<file path="src/rtl/uart_pkg.sv">
// Shared UART definitions: transmitter/receiver state encoding and parity modes.
// Imported by uart_tx, uart_baud_gen and the receiver.
package uart_pkg;

    typedef enum logic [2:0] {
        ST_IDLE,
        ST_REQ,
        ST_LOAD,
        ST_START,
        ST_DATA,
        ST_PARITY,
        ST_STOP
    } uart_state_t;

    localparam int PAR_NONE = 0;
    localparam int PAR_EVEN = 1;
    localparam int PAR_ODD  = 2;

endpackage

</file>
<file path="src/rtl/uart_tx_if.sv">
// Read port of the TX FIFO as seen by the transmitter.
// The transmitter is the master: it issues read strobes and receives registered data.
interface uart_tx_if;

    logic       fifo_rd_en;
    logic       fifo_empty;
    logic [7:0] fifo_data;

    modport master (
        output fifo_rd_en,
        input  fifo_empty,
        input  fifo_data
    );

    modport slave (
        input  fifo_rd_en,
        output fifo_empty,
        output fifo_data
    );

endinterface

</file>
<file path="src/rtl/uart_baud_gen.sv">
// Bit-period timer shared by the UART transmitter and receiver.
// Counts 0..CLKS_PER_BIT-1 while not cleared; bit_end flags the final clock of each period.
module uart_baud_gen #(
    parameter int CLKS_PER_BIT = 434
) (
    input  logic clk,
    input  logic rst,
    input  logic clr,
    output logic bit_end
);

    localparam int CW = (CLKS_PER_BIT > 1) ? $clog2(CLKS_PER_BIT) : 1;
    localparam logic [CW-1:0] LAST = CW'(CLKS_PER_BIT - 1);

    logic [CW-1:0] cnt;

    // NOTE: clocked state is written only with non-blocking assignments so every
    // reader in the same edge sees the pre-edge value.
    always_ff @(posedge clk) begin
        if (rst || clr) begin
            cnt <= '0;
        end else if (cnt == LAST) begin
            cnt <= '0;
        end else begin
            cnt <= cnt + 1'b1;
        end
    end

    assign bit_end = !clr && (cnt == LAST);

endmodule

</file>
<file path="src/rtl/uart_tx.sv">
// UART transmitter: pops bytes from the TX FIFO and frames them as
// start, DATA_BITS LSB-first, optional parity, STOP_BITS stop bits.
module uart_tx
    import uart_pkg::*;
#(
    parameter int CLKS_PER_BIT = 434,
    parameter int DATA_BITS    = 8,
    parameter int PARITY       = 0,
    parameter int STOP_BITS    = 1
) (
    input  logic      clk,
    input  logic      rst,
    input  logic      tx_en,
    uart_tx_if.master fifo,
    output logic      tx,
    output logic      busy,
    output logic      tx_done
);

    localparam int IW = $clog2(DATA_BITS) + 1;
    localparam logic [IW-1:0] LAST_BIT  = IW'(DATA_BITS - 1);
    localparam logic [IW-1:0] LAST_STOP = IW'(STOP_BITS - 1);
    localparam bit HAS_PARITY = (PARITY != PAR_NONE);
    localparam bit ODD_PARITY = (PARITY == PAR_ODD);

    uart_state_t          state;
    logic [DATA_BITS-1:0] shift;
    logic                 par_acc;
    logic [IW-1:0]        bit_idx;
    logic                 rd_en_q;
    logic                 bit_end;
    logic                 baud_clr;

    // The bit timer only runs once a byte has been committed to the shifter.
    assign baud_clr = (state == ST_IDLE) || (state == ST_REQ) || (state == ST_LOAD);

    uart_baud_gen #(
        .CLKS_PER_BIT(CLKS_PER_BIT)
    ) u_baud (
        .clk     (clk),
        .rst     (rst),
        .clr     (baud_clr),
        .bit_end (bit_end)
    );

    assign fifo.fifo_rd_en = rd_en_q;

    always_ff @(posedge clk) begin
        if (rst) begin
            state   <= ST_IDLE;
            tx      <= 1'b1;
            rd_en_q <= 1'b0;
            busy    <= 1'b0;
            tx_done <= 1'b0;
            shift   <= '0;
            par_acc <= 1'b0;
            bit_idx <= '0;
        end else begin
            // NOTE: pulse outputs default low here and are raised only in the
            // branch that needs them, so no path leaves them holding a stale 1.
            rd_en_q <= 1'b0;
            tx_done <= 1'b0;

            // The line is a registered image of the state, trailing it by one clock.
            case (state)
                ST_START:  tx <= 1'b0;
                ST_DATA:   tx <= shift[0];
                ST_PARITY: tx <= ODD_PARITY ? ~par_acc : par_acc;
                default:   tx <= 1'b1;
            endcase

            case (state)
                ST_IDLE: begin
                    if (tx_en && !fifo.fifo_empty) begin
                        state   <= ST_REQ;
                        rd_en_q <= 1'b1;
                        busy    <= 1'b1;
                    end
                end
                ST_REQ: begin
                    state <= ST_LOAD;
                end
                ST_LOAD: begin
                    shift   <= fifo.fifo_data[DATA_BITS-1:0];
                    par_acc <= 1'b0;
                    bit_idx <= '0;
                    state   <= ST_START;
                end
                ST_START: begin
                    if (bit_end) state <= ST_DATA;
                end
                ST_DATA: begin
                    if (bit_end) begin
                        shift   <= shift >> 1;
                        par_acc <= par_acc ^ shift[0];
                        if (bit_idx == LAST_BIT) begin
                            bit_idx <= '0;
                            state   <= HAS_PARITY ? ST_PARITY : ST_STOP;
                        end else begin
                            bit_idx <= bit_idx + 1'b1;
                        end
                    end
                end
                ST_PARITY: begin
                    if (bit_end) state <= ST_STOP;
                end
                ST_STOP: begin
                    // bit_idx is reused to count stop-bit periods.
                    if (bit_end) begin
                        if (bit_idx == LAST_STOP) begin
                            bit_idx <= '0;
                            state   <= ST_IDLE;
                            busy    <= 1'b0;
                            tx_done <= 1'b1;
                        end else begin
                            bit_idx <= bit_idx + 1'b1;
                        end
                    end
                end
                default: begin
                    state <= ST_IDLE;
                    busy  <= 1'b0;
                end
            endcase
        end
    end

endmodule

</file>
<file path="src/flat_wrapper.sv">
// flat-port wrapper written by rule: the top's interface ports become plain ports
module uart_tx_flat import uart_pkg::*;
#(
    parameter int CLKS_PER_BIT = 434,
    parameter int DATA_BITS    = 8,
    parameter int PARITY       = 0,
    parameter int STOP_BITS    = 1
)
  (clk, rst, tx_en, tx, busy, tx_done, fifo_fifo_rd_en, fifo_fifo_empty, fifo_fifo_data);
  uart_tx_if fifo_i ();
  input  logic clk;
  input  logic rst;
  input  logic tx_en;
  output logic tx;
  output logic busy;
  output logic tx_done;
  output wire logic [$bits(fifo_i.fifo_rd_en)-1:0] fifo_fifo_rd_en;
  input wire logic [$bits(fifo_i.fifo_empty)-1:0] fifo_fifo_empty;
  input wire logic [$bits(fifo_i.fifo_data)-1:0] fifo_fifo_data;
  assign fifo_fifo_rd_en = fifo_i.fifo_rd_en;
  assign fifo_i.fifo_empty = fifo_fifo_empty;
  assign fifo_i.fifo_data = fifo_fifo_data;
  uart_tx #(.CLKS_PER_BIT(CLKS_PER_BIT), .DATA_BITS(DATA_BITS), .PARITY(PARITY), .STOP_BITS(STOP_BITS)) u_core (.clk(clk), .rst(rst), .tx_en(tx_en), .fifo(fifo_i), .tx(tx), .busy(busy), .tx_done(tx_done));
endmodule
</file>
<file path="config.mk">
export PLATFORM = sky130hd
export DESIGN_NAME = uart_tx_flat
export DESIGN_NICKNAME = d
export VERILOG_FILES = /design/src/rtl/uart_pkg.sv /design/src/rtl/uart_tx_if.sv /design/src/rtl/uart_baud_gen.sv /design/src/rtl/uart_tx.sv /design/src/flat_wrapper.sv
export SDC_FILE = /design/constraint.sdc
export NUM_CORES = 1
export LEC_CHECK = 0
export CAP_MARGIN = 20
export CORE_MARGIN = 5
export CORE_UTILIZATION = 50
export DETAILED_ROUTE_END_ITERATION = 7
export PLACE_DENSITY = 0.71
export SLEW_MARGIN = 20
export SYNTH_ARGS = -nofsm -noshare
export SYNTH_HDL_FRONTEND = slang
export SYNTH_SLANG_ARGS = --single-unit
</file>
<file path="constraint.sdc">
create_clock -name clk -period 2.3 [get_ports clk]
set_input_delay 0.69 -clock clk [delete_from_list [all_inputs] [get_ports clk]]
set_output_delay 0.69 -clock clk [all_outputs]
set_load 0.05 [all_outputs]
</file>
## Word-level counts from Yosys, hierarchy flattened

Cells that the tools add are included.

| operators by class | value |
|---|---|
| add/sub/neg operators | 2 |
| $mul | 0 |
| div/mod/pow operators | 0 |
| order comparisons | 0 |
| equal/unequal tests | 15 |
| shift operators | 0 |
| mux-type cells | 24 |
| bitwise gates (word level) | 5 |
| reduce and logical (&&, ||, !) cells | 19 |

Operator list:

| kind | number |
|---|---|
| $mux 3 | 7 |
| $pmux 3 s7 | 1 |
| $mux 4 | 4 |
| $pmux 8 s2 | 1 |
| $ne 2x1->1 const B | 6 |
| $pmux 4 s3 | 1 |
| $add 9x1->9 const B | 1 |
| $eq 3x3->1 const B | 3 |
| $eq 9x9->1 const B | 1 |
| $mux 8 | 1 |
| $reduce_and 7->1 | 1 |
| $eq 3x2->1 const B | 2 |
| $mux 1 | 6 |
| $pmux 1 s3 | 2 |
| $reduce_or 5->1 | 1 |
| $add 4x1->4 const B | 1 |
| $eq 4x3->1 const B | 1 |
| $logic_not 4->1 | 1 |
| $not 1->1 | 4 |
| $reduce_and 4->1 | 1 |
| $reduce_or 2->1 | 2 |
| $eq 3x1->1 const B | 1 |
| $logic_not 3->1 | 1 |
| $logic_or 1x1->1 | 3 |
| other kinds (10) | 12 |

| storage, ports and cells | value |
|---|---|
| register bits | 29 |
| latch bits | 0 |
| RAM bits | 0 |
| ROM bits | 0 |
| input bits | 12 |
| output and inout port bits | 4 |
| logic and storage cells | 74 |
| memories | 0 |

## Depth between registers and ports, before layout

Gate-level depths: netlist of run 1.

| depth | value |
|---|---|
| depth in word-level cells | 7 |
| gate-level depth with buffers | 8 |
| mapped depth without buffers | 6 |

## Modules after synthesis

A second synthesis of run 1 with hierarchy kept.

| second synthesis, totals | value |
|---|---|
| cells, all modules | 166 |
| area, all modules | 1452.6 sq um |

By module, submodules not included:

| module | instances | cells each | area each (sq um) | seq. area each (sq um) |
|---|---|---|---|---|
| uart_tx | 1 | 120 | 1037.2 | 400.4 |
| uart_baud_gen | 1 | 46 | 415.4 | 180.2 |

## Worst setup path after synthesis of run 1

No wires, ideal clock.

| path | value |
|---|---|
| path kind | reg2reg |
| start | register u_core.state[2] |
| end | register u_core.state[0] |
| library setup time | 72 ps |
| arrival | 2175 ps |
| slack | 54 ps |
| stages on the path, launching flop included | 8 |
| buffers on the path | 2 |
| period minus slack after synthesis | 2246 ps |
| cells stage by stage | dfxtp_1 clkbuf_1 inv_1 ha_1 or4_1 clkbuf_1 a221oi_2 mux2i_1 |

| between the ends | value |
|---|---|
| cells in the longest elaborated chain, start to end | 7 |

Ends and longest elaborated chain:

| element | line | RTL |
|---|---|---|
| start, declared | uart_tx.sv:26 | `uart_state_t state;` |
| start signal, assigned | uart_tx.sv:98 | `state <= HAS_PARITY ? ST_PARITY : ST_STOP;` |
| $eq 3x1->1 / $logic_not 3->1 (equally long branches) | uart_tx.sv:35, uart_tx.sv:72 |  |
| $logic_or 1x1->1 (2 in series) | uart_tx.sv:35 | `assign baud_clr = (state == ST_IDLE) \|\| (state == ST_REQ) \|\| (state == ST_LOAD);` |
| $logic_not 1->1 | uart_baud_gen.sv:29 | `assign bit_end = !clr && (cnt == LAST);` |
| $logic_and 1x1->1 | uart_baud_gen.sv:29 |  |
| $ne 2x1->1 (no source line) | n/a |  |
| $reduce_and 7->1 (no source line) | n/a |  |

Several ways; a longest one is shown, not always the timed one.
A chain may end at the register's enable or synchronous reset.

## Final worst setup path of run 1

| path | value |
|---|---|
| start | register u_core.busy |
| end | output port busy |

RTL lines:

| element | line | RTL |
|---|---|---|
| start, declared | uart_tx.sv:16 | `output logic busy,` |
| start signal, assigned | uart_tx.sv:53 | `busy <= 1'b0;` |
| start signal, assigned | uart_tx.sv:77 | `busy <= 1'b1;` |
| start signal, assigned | uart_tx.sv:113 | `busy <= 1'b0;` |
| end, declared | flat_wrapper.sv:15 | `output logic busy;` |

No word-level cell between the ends.

==> results of run 1 <==
[through the flow]
step	instances	setup slack [ns]	area, um^2
after detailed placement	250	0.0851	1800
after global placement	250	0.145	1800
after floorplan	196	0.0536	1600
after global routing	257	0.0692	1870
after CTS	257	0.0580	1860
final	257	0.128	1870
[what timing repair did]
item	4_1_cts	5_1_grt
setup endpoints to repair	0	3
endpoints found under the hold margin	0	0
resized for setup	0	2
[cell type report]
cell class / count / area [um^2] / share of cell area, %
sequential: 29 / 581 / 31.0
timing repair buffer: 23 / 210 / 11.2
inverter: 8 / 30.0 / 1.60
tap: 44 / 55.1 / 2.94
multi-input combinational: 146 / 942 / 50.3
clock buffer: 7 / 55.1 / 2.94
[power by group through the flow]
stage,clock network (mW),registers [mW],logic (mW)
global placement,0,0.623,0.549
floorplan,0,0.637,0.405
global route,0.349,0.625,0.653
CTS,0.319,0.615,0.574
finish,0.312,0.616,0.595
detailed placement,0,0.626,0.573
[metal layers]
layer / global-route usage [%] / up-vias / wire length [um]
met5: 0 / - / 0
met4: 6.60 / 0 / 51
met3: 6.41 / 8 / 197
met2: 31.1 / 37 / 1650
met1: 22.3 / 685 / 1630
li1: - / 718 / -
[cells in the final DEF (no fill, tap or decap), drive strengths merged, types with 8 or more instances in the layout]
cell,count
nand2,25
dfxtp,29
buf,8
clkdlybuf4s50,15
a21oi,11
o21ai,11
nor2,18
nand3,12
[flip-flops by register name (all words and copies together), names as in the netlist]
register	cells
u_core.u_baud.cnt	9
u_core.shift	8
u_core.bit_idx	4
u_core.state	3
u_core.busy	1
u_core.fifo.fifo_rd_en	1
u_core.par_acc	1
u_core.tx	1
u_core.tx_done	1
[how the worst min path moves through the flow]
stage,startpoint,to,cells past startpoint
after detailed placement,u_core.shift[4],u_core.shift[4],2
after floorplan,u_core.u_baud.cnt[0],u_core.u_baud.cnt[0],1
after global placement,u_core.shift[3],u_core.shift[3],2
final,u_core.shift[1],u_core.shift[1],2
after CTS,u_core.shift[4],u_core.shift[4],2
after global routing,u_core.shift[4],u_core.shift[4],2
[tightest hold or removal path: stages (launching register included)]
cell and delay (ns):
dfxtp_1 0.32, nand3_1 0.06, a21oi_1 0.05
[cells by family after synthesis]
kind of cell             share of synthesized area (%)
XOR/XNOR                                          4.94
flip-flops                                        36.4
AND/OR/NAND/NOR                                   27.4
buffers and inverters                             5.49
adder cells (fa/ha/maj)                           5.49
AO/OA/AOI/OAI                                     17.8
multiplexers                                      2.51
==> metrics.md, run 1 <==
| Metric | Value |
|---|---|
| Sequential Power Share | `40.5%` |
| Top-count cell post-synth | `dfxtp_1` |
| Worst-case hold slack | `0.466 ns` |
| Max Slew Vio Count | `0` |
| Largest net degree at the start of global routing | `19` |
| Critical path class | `reg -> out` |
| Hold buffers post-CTS | `0` |
| Largest cells by area after synthesis | `dfxtp_1, nand2_1, ha_1` |
| Post-synthesis area per instance | `8.14 um^2` |
| Path depth of the worst reg2reg path | `5` |
| Setup crit end kind | `output port` |
| IO Pins | `16` |
| Htree depth | `2` |
| Mapped Cells | `196` |
| GR Overflow Total | `0` |
| # rows | `20` |
| Ys flop type | `dfxtp_1` |
| Fmax | `0.460 GHz` |
| Antenna Cells | `0` |
| CTS Sinks | `29` |
| Max incr delay on CP | `0.81 ns` |
| EDFF count, synth | `0` |
| Worst path depth | `1` |
| Post-CTS Setup Repair Bufs | `0` |
| Share of cells above drive strength 1 | `10.3%` |
| CP endpoint | `busy` |
| Yosys reg bits | `29` |
| Initial antenna violation count | `0` |
| First-iteration detailed-routing DRC count | `112` |
| Crit path required time | `1.61 ns` |
| Area Growth Syn to Fin | `17.4%` |
| Cell accounting for the most synthesized area | `dfxtp_1` |
| P_int | `0.967 mW` |
| Net Sw Power | `0.557 mW` |
| Gpl congestion | `0.876` |
| R2R setup slack | `0.18 ns` |
| Pre-antenna DRT Iters | `4` |
| Die Ht | `66.5 um` |
| Setup crit start | `u_core.busy` |
| Total vias in the final route | `1448` |
| Core area | `0.00305 mm^2` |
| Post-DP HPWL | `2.53 mm` |
| Max Cap Viol | `0` |
| Total GRT Usage | `18.7%` |
| Vias in the first global route | `1424` |
| Pwr Density | `813 mW/mm^2` |
| Starting utilization of the core area | `52.3%` |
| Distinct cells, synth | `42` |
| CP max stage cell | `clkdlybuf4s50_1` |
| Setup tns final | `0 ns` |
| Pwr Total | `1.52 mW` |
| Reg-to-reg startpoint | `u_core.u_baud.cnt[6]` |
| VDD IR max | `0.357 mV` |
| Maximum clock insertion buffer count | `2` |
| Layout Utilization | `61.4%` |
| Clk root buf | `clkbuf_4` |
| Setup violators final | `0` |
| Final net count | `232` |
| First-pass GRT wire length | `6.33 mm` |
| Delay-heaviest family, CP | `buffers and inverters` |
| Routed wire length | `3.53 mm` |
| Synth Cell Area | `0.00160 mm^2` |
| Synthesized Nets | `215` |
| Final Hold Viols | `0` |
| CP Cell Sequence | `clkdlybuf4s50_1` |
| Per-cell routed wire length | `13.8 um` |
| Critical Path Fanout Max | `2` |
| R2r endpoint | `u_core.shift[2]` |
| RSZ-0062 raised after global routing | `no` |
| Status | `finished clean` |
| Fraction of registers with async set/reset | `0%` |
| Worst slew margin | `58.5%` |
| Synth warn | `0` |
| Fill cells | `280` |
| Minimum clock period | `2.17 ns` |
| I/O Buffers | `15` |
| Die Wd | `66.5 um` |
| Clock latency on the worst-skew pair | `0.33 ns` |
| Die Area | `0.00442 mm^2` |
| Hold WC Path Type | `reg -> reg` |
| Commonest cells post-synth | `dfxtp_1, nand2_1, nor2_1, nand3_1` |
| Clk pwr share | `20.5%` |
| Logic gate share of total power | `39.0%` |
| Vias per cell | `5.63` |
| Routed Antenna Nets | `0` |
| Static Leak | `0.643 nW` |
| Register area share after synthesis | `36.4%` |
| CP bufs+invs | `1` |
| CP arrival | `1.48 ns` |
| Worst-path clk slew | `0.08 ns` |
| CTS tree | `built` |
| Yosys top cell area share | `36.4%` |
| Inserted Clock Buffers | `5` |
| Detailed-route DRC error count | `0` |
| Worst slew pin tran | `0.622 ns` |
| Final period utilization | `94.5%` |
| CP Launch Type | `register` |
| Clk_skew | `0.0119 ns` |
| Switching Fraction | `36.5%` |
Note: power is estimated with default switching activity, not from simulation.
==> inputs of run 2 (changes only) <==
CORE_UTILIZATION = 56   (was 50)
DONT_BUFFER_PORTS = 1   (was not set)
==> metrics.md, run 2 (synthesized netlist as in run 1, its figures left out) <==
| Metric | Value |
|---|---|
| Hold WC Path Type | `in -> reg` |
| Detailed-route DRC error count | `0` |
| VDD IR max | `0.763 mV` |
| Most common cell after layout, fill and taps aside | `dfxtp_1` |
| Final period utilization | `95.7%` |
| Max Slew Vio Count | `0` |
| Routed wire length | `3.36 mm` |
| Largest regs | `u_core.u_baud.cnt (9), u_core.shift (8), u_core.bit_idx (4)` |
| Largest net degree at the start of global routing | `19` |
| CP max stage cell | `or4b_1` |
| CP Launch Type | `register` |
| I/O Buffers | `0` |
| Total GRT Usage | `17.6%` |
| Initial antenna violation count | `0` |
| Maximum clock insertion buffer count | `2` |
| Delay-heaviest family, CP | `simple AND/OR/NAND/NOR gates` |
| Most frequent cells in the layout | `dfxtp_1, nand2_1, nor2_1` |
| Vias per cell | `5.99` |
| Minimum clock period | `2.20 ns` |
| R2R setup slack | `0.1 ns` |
| Hold Path Sink | `u_core.shift[5]` |
| CTS tree | `built` |
| Fmax | `0.455 GHz` |
| Static Leak | `0.582 nW` |
| Largest register by flop count | `u_core.u_baud.cnt` |
| Clock latency on the worst-skew pair | `0.33 ns` |
| DP Worst Slack | `0.0442 ns` |
| GR Overflow Total | `0` |
| Status | `finished clean` |
| Max Cap Viol | `0` |
| Setup crit end kind | `register` |
| Share of cells above drive strength 1 | `10.7%` |
| Reg-to-reg startpoint | `u_core.u_baud.cnt[6]` |
| IO Pins | `16` |
| Post-DP HPWL | `2.37 mm` |
| Worst slew margin | `57.7%` |
| CP bufs+invs | `0` |
| Worst-case hold slack | `0.419 ns` |
| Fill cells | `244` |
| Critical path class | `reg -> reg` |
| Setup violators final | `0` |
| CP arrival | `2.46 ns` |
| Hold Path Stages | `1` |
| Crit path required time | `2.56 ns` |
| Path depth of the worst reg2reg path | `4` |
| Final net count | `216` |
| Vias in the first global route | `1275` |
| R2r endpoint | `u_core.shift[1]` |
| Die Wd | `63.4 um` |
| Gpl congestion | `0.816` |
| Pre-antenna DRT Iters | `4` |
| Area Growth Syn to Fin | `6.51%` |
| CTS Sinks | `29` |
| Routed Antenna Nets | `0` |
| Core area | `0.00273 mm^2` |
| Cell count after placement | `221` |
| Die Ht | `63.4 um` |
| Antenna Cells | `0` |
| # rows | `19` |
| Final Hold Viols | `0` |
| Htree depth | `2` |
| Critical Path Fanout Max | `15` |
| Max incr delay on CP | `0.77 ns` |
| Final Non-Filler Cells | `228` |
| Pwr Density | `870 mW/mm^2` |
| Total vias in the final route | `1365` |
| Inserted Clock Buffers | `5` |
| Per-cell routed wire length | `14.7 um` |
| Largest register FFs | `9` |
| Clk root buf | `clkbuf_4` |
| Setup ws final | `0.0999 ns` |
| First-iteration detailed-routing DRC count | `132` |
| RSZ-0062 raised after global routing | `no` |
| Die Area | `0.00402 mm^2` |
| Worst-path clk slew | `0.09 ns` |
| Hold Crit Start | `rst` |
| Setup tns final | `0 ns` |
| First-pass GRT wire length | `5.71 mm` |
| Clk_skew | `0.00823 ns` |
| Starting utilization of the core area | `58.4%` |
| CP Cell Sequence | `or4b_4 > or4b_1 > a22o_1 > a21oi_1` |
| Worst slew pin tran | `0.635 ns` |
[run 2: how the worst max path moves through the flow]
stage / from / endpoint / cells past startpoint
6_report: u_core.u_baud.cnt[6] / u_core.shift[1] / 4
5_1_grt: u_core.u_baud.cnt[6] / u_core.shift[3] / 4
3_5_place_dp: u_core.u_baud.cnt[1] / u_core.state[2] / 6
2_1_floorplan: u_core.state[2] / u_core.state[0] / 7
4_1_cts: u_core.u_baud.cnt[1] / u_core.state[2] / 6
3_3_place_gp: u_core.u_baud.cnt[1] / u_core.state[1] / 6
[run 2: report_power, final]
group / switching, mW / internal (mW)
logic: 0.300 / 0.235
clock network: 0.165 / 0.144
registers: 0.0718 / 0.564
[run 2: final cells by class]
type | count | area, um^2 | area share, %
timing repair buffer | 7 | 52.6 | 3.09
clock buffer | 7 | 55.1 | 3.24
sequential | 29 | 581 | 34.2
inverter | 8 | 30.0 | 1.77
tap | 31 | 38.8 | 2.28
multi-input combinational | 146 | 942 | 55.4
[run 2: worst reg2reg max path: stages (launching register included)]
cell	delay (ns)
dfxtp_1	0.36
or4b_4	0.56
or4b_1	0.77
a22o_1	0.33
a21oi_1	0.13
[run 2: what timing repair did]
action,CTS,global route
endpoints found under the setup margin,0,3
hold buffers,0,0
setup buffers,0,0
endpoints found under the hold margin,0,0
resized for setup,0,2
[run 2: metal layers]
layer	track usage, %	routed length [um]	vias up
met2	29.4	1590	20
met4	7.27	80	0
met3	6.39	129	10
li1	-	-	686
met1	20.1	1560	649
met5	0	0	-
[run 2: metrics by stage]
stage | utilization (%) | power, mW | area [um^2]
4_1_cts | 61.6 | 1.46 | 1680
5_1_grt | 62.2 | 1.58 | 1700
3_5_place_dp | 59.6 | 1.15 | 1630
2_1_floorplan | - | 1.04 | 1600
3_3_place_gp | 59.6 | 1.13 | 1630
6_report | 62.2 | 1.48 | 1700
==> inputs of run 3 (changes only) <==
clock period = 1.8 ns   (was 2.3 ns; I/O delays follow)
==> metrics.md, run 3 (synthesized netlist as in run 1, its figures left out) <==
| Metric | Value |
|---|---|
| Status | `finished with violations` |
| Die Ht | `63.4 um` |
| CTS Sinks | `29` |
| Hold buffers post-CTS | `0` |
| Max Cap Viol | `0` |
| CP bufs+invs | `2` |
| Htree depth | `2` |
| Detailed-route DRC error count | `0` |
| First-iteration detailed-routing DRC count | `155` |
| Final Hold Viols | `0` |
| Setup ws final | `-0.165 ns` |
| Antenna Cells | `0` |
| CP Cell Sequence | `inv_2 > ha_4 > or3b_4 > or4_4 > buf_4 > a211oi_2 > mux2i_1` |
| Final period utilization | `109%` |
| Pwr Density | `1040 mW/mm^2` |
| Failing checks | `setup timing` |
| Largest regs | `u_core.u_baud.cnt (9), u_core.shift (8), u_core.bit_idx (4)` |
| Setup crit end kind | `register` |
| Die Area | `0.00402 mm^2` |
| Crit path required time | `2.06 ns` |
| CP max stage cell | `or4_4` |
| Post-DP HPWL | `2.64 mm` |
| Core area | `0.00273 mm^2` |
| Worst slew margin | `62.1%` |
| Final net count | `237` |
| Clk root buf | `clkbuf_4` |
| Total vias in the final route | `1498` |
| Clock latency on the worst-skew pair | `0.34 ns` |
| Largest register by flop count | `u_core.u_baud.cnt` |
| Die Wd | `63.4 um` |
| IO Pins | `16` |
| Max incr delay on CP | `0.46 ns` |
| Fmax | `0.509 GHz` |
| GR Util met3 | `6.04%` |
| Vias in the first global route | `1468` |
| Busiest layer in global routing | `met2` |
| I/O Buffers | `0` |
| Delay-heaviest family, CP | `simple AND/OR/NAND/NOR gates` |
| Largest register FFs | `9` |
| Per-cell routed wire length | `16.1 um` |
| Critical path class | `reg -> reg` |
| First-pass GRT wire length | `6.66 mm` |
| Area Growth Syn to Fin | `23.9%` |
| Share of cells above drive strength 1 | `28.9%` |
| Routed wire length | `4.02 mm` |
| Worst-path clk slew | `0.09 ns` |
| Clk_skew | `0.0118 ns` |
| Met1 usage | `23.3%` |
| GR Overflow Total | `0` |
| Maximum clock insertion buffer count | `2` |
| Gpl congestion | `0.811` |
| Static Leak | `0.716 nW` |
| Hold WC Path Type | `in -> reg` |
| Most frequent cells in the layout | `nand2_1, buf_4, dfxtp_1` |
| Vias per cell | `6.02` |
| Initial antenna violation count | `0` |
| Setup violators final | `15` |
| CP Launch Type | `register` |
| Layout Utilization | `72.3%` |
| RSZ-0062 raised after global routing | `yes` |
| Total GRT Usage | `20.6%` |
| Routed Antenna Nets | `0` |
| Met2 Track Usage GR | `36.4%` |
| Starting utilization of the core area | `58.4%` |
| Setup tns final | `-1.72 ns` |
| Fill cells | `236` |
| VDD IR max | `0.849 mV` |
| Pre-antenna DRT Iters | `4` |
| CP arrival | `2.23 ns` |
| # rows | `19` |
| Worst slew pin tran | `0.569 ns` |
| Minimum clock period | `1.96 ns` |
| Critical Path Fanout Max | `4` |
| Max Slew Vio Count | `0` |
| CTS tree | `built` |
| Inserted Clock Buffers | `5` |
| Largest net degree at the start of global routing | `19` |
| DP Worst Slack | `-0.327 ns` |
## run 3: metal layers
layer / share of wire, % / up-vias
li1: - / 732
met1: 42 / 728
met2: 52 / 30
met3: 4.9 / 8
met4: 1.4 / 0
met5: 0 / -
## run 3: timing repair
item / in CTS / in global routing
gates cloned: 0 / 1
buffers inserted: 5 / 1
pin swaps: 4 / 9
resized for setup: 11 / 8
setup endpoints to repair: 18 / 18
## run 3: path summary, 6_finish.rpt
check / startpoint / to / slack [ns] / cells after the start
worst max register to register: u_core.u_baud.cnt[1] / u_core.busy / -0.16 / 7
worst max-delay path: u_core.u_baud.cnt[1] / u_core.busy / -0.16 / 7
worst min register to register: u_core.shift[3] / u_core.shift[3] / 0.47 / 2
worst min-delay path: rst / u_core.shift[5] / 0.26 / 1
## run 3: area by class of cell
type	count	area (um^2)	share of cell area, %
Sequential cell	29	588	29.7
Inverter	8	30.0	1.52
Tap cell	31	38.8	1.96
Multi-Input combinational cell	147	1050	53.4
Clock buffer	7	55.1	2.78
Timing Repair Buffer	27	210	10.6
## run 3: per-stage QoR
| stage | area [um^2] | power (mW) | hold WS (ns) | std cells |
|---|---|---|---|---|
| final | 1980 | 2.05 | 0.259 | 249 |
| after global routing | 1980 | 2.19 | 0.232 | 249 |
| after CTS | 1940 | 2.01 | 0.248 | 248 |
| after detailed placement | 1790 | 1.59 | 0.460 | 236 |
| after global placement | 1790 | 1.55 | 0.450 | 236 |
| after floorplan | 1670 | 1.39 | 0.432 | 196 |
## run 3: report_power, final
| part | internal (mW) | leakage (nW) | switching [mW] |
|---|---|---|---|
| Combinational | 0.385 | 0.448 | 0.441 |
| Clock | 0.184 | 0.0314 | 0.218 |
| Sequential | 0.724 | 0.237 | 0.0943 |
| Total | 1.29 | 0.716 | 0.754 |
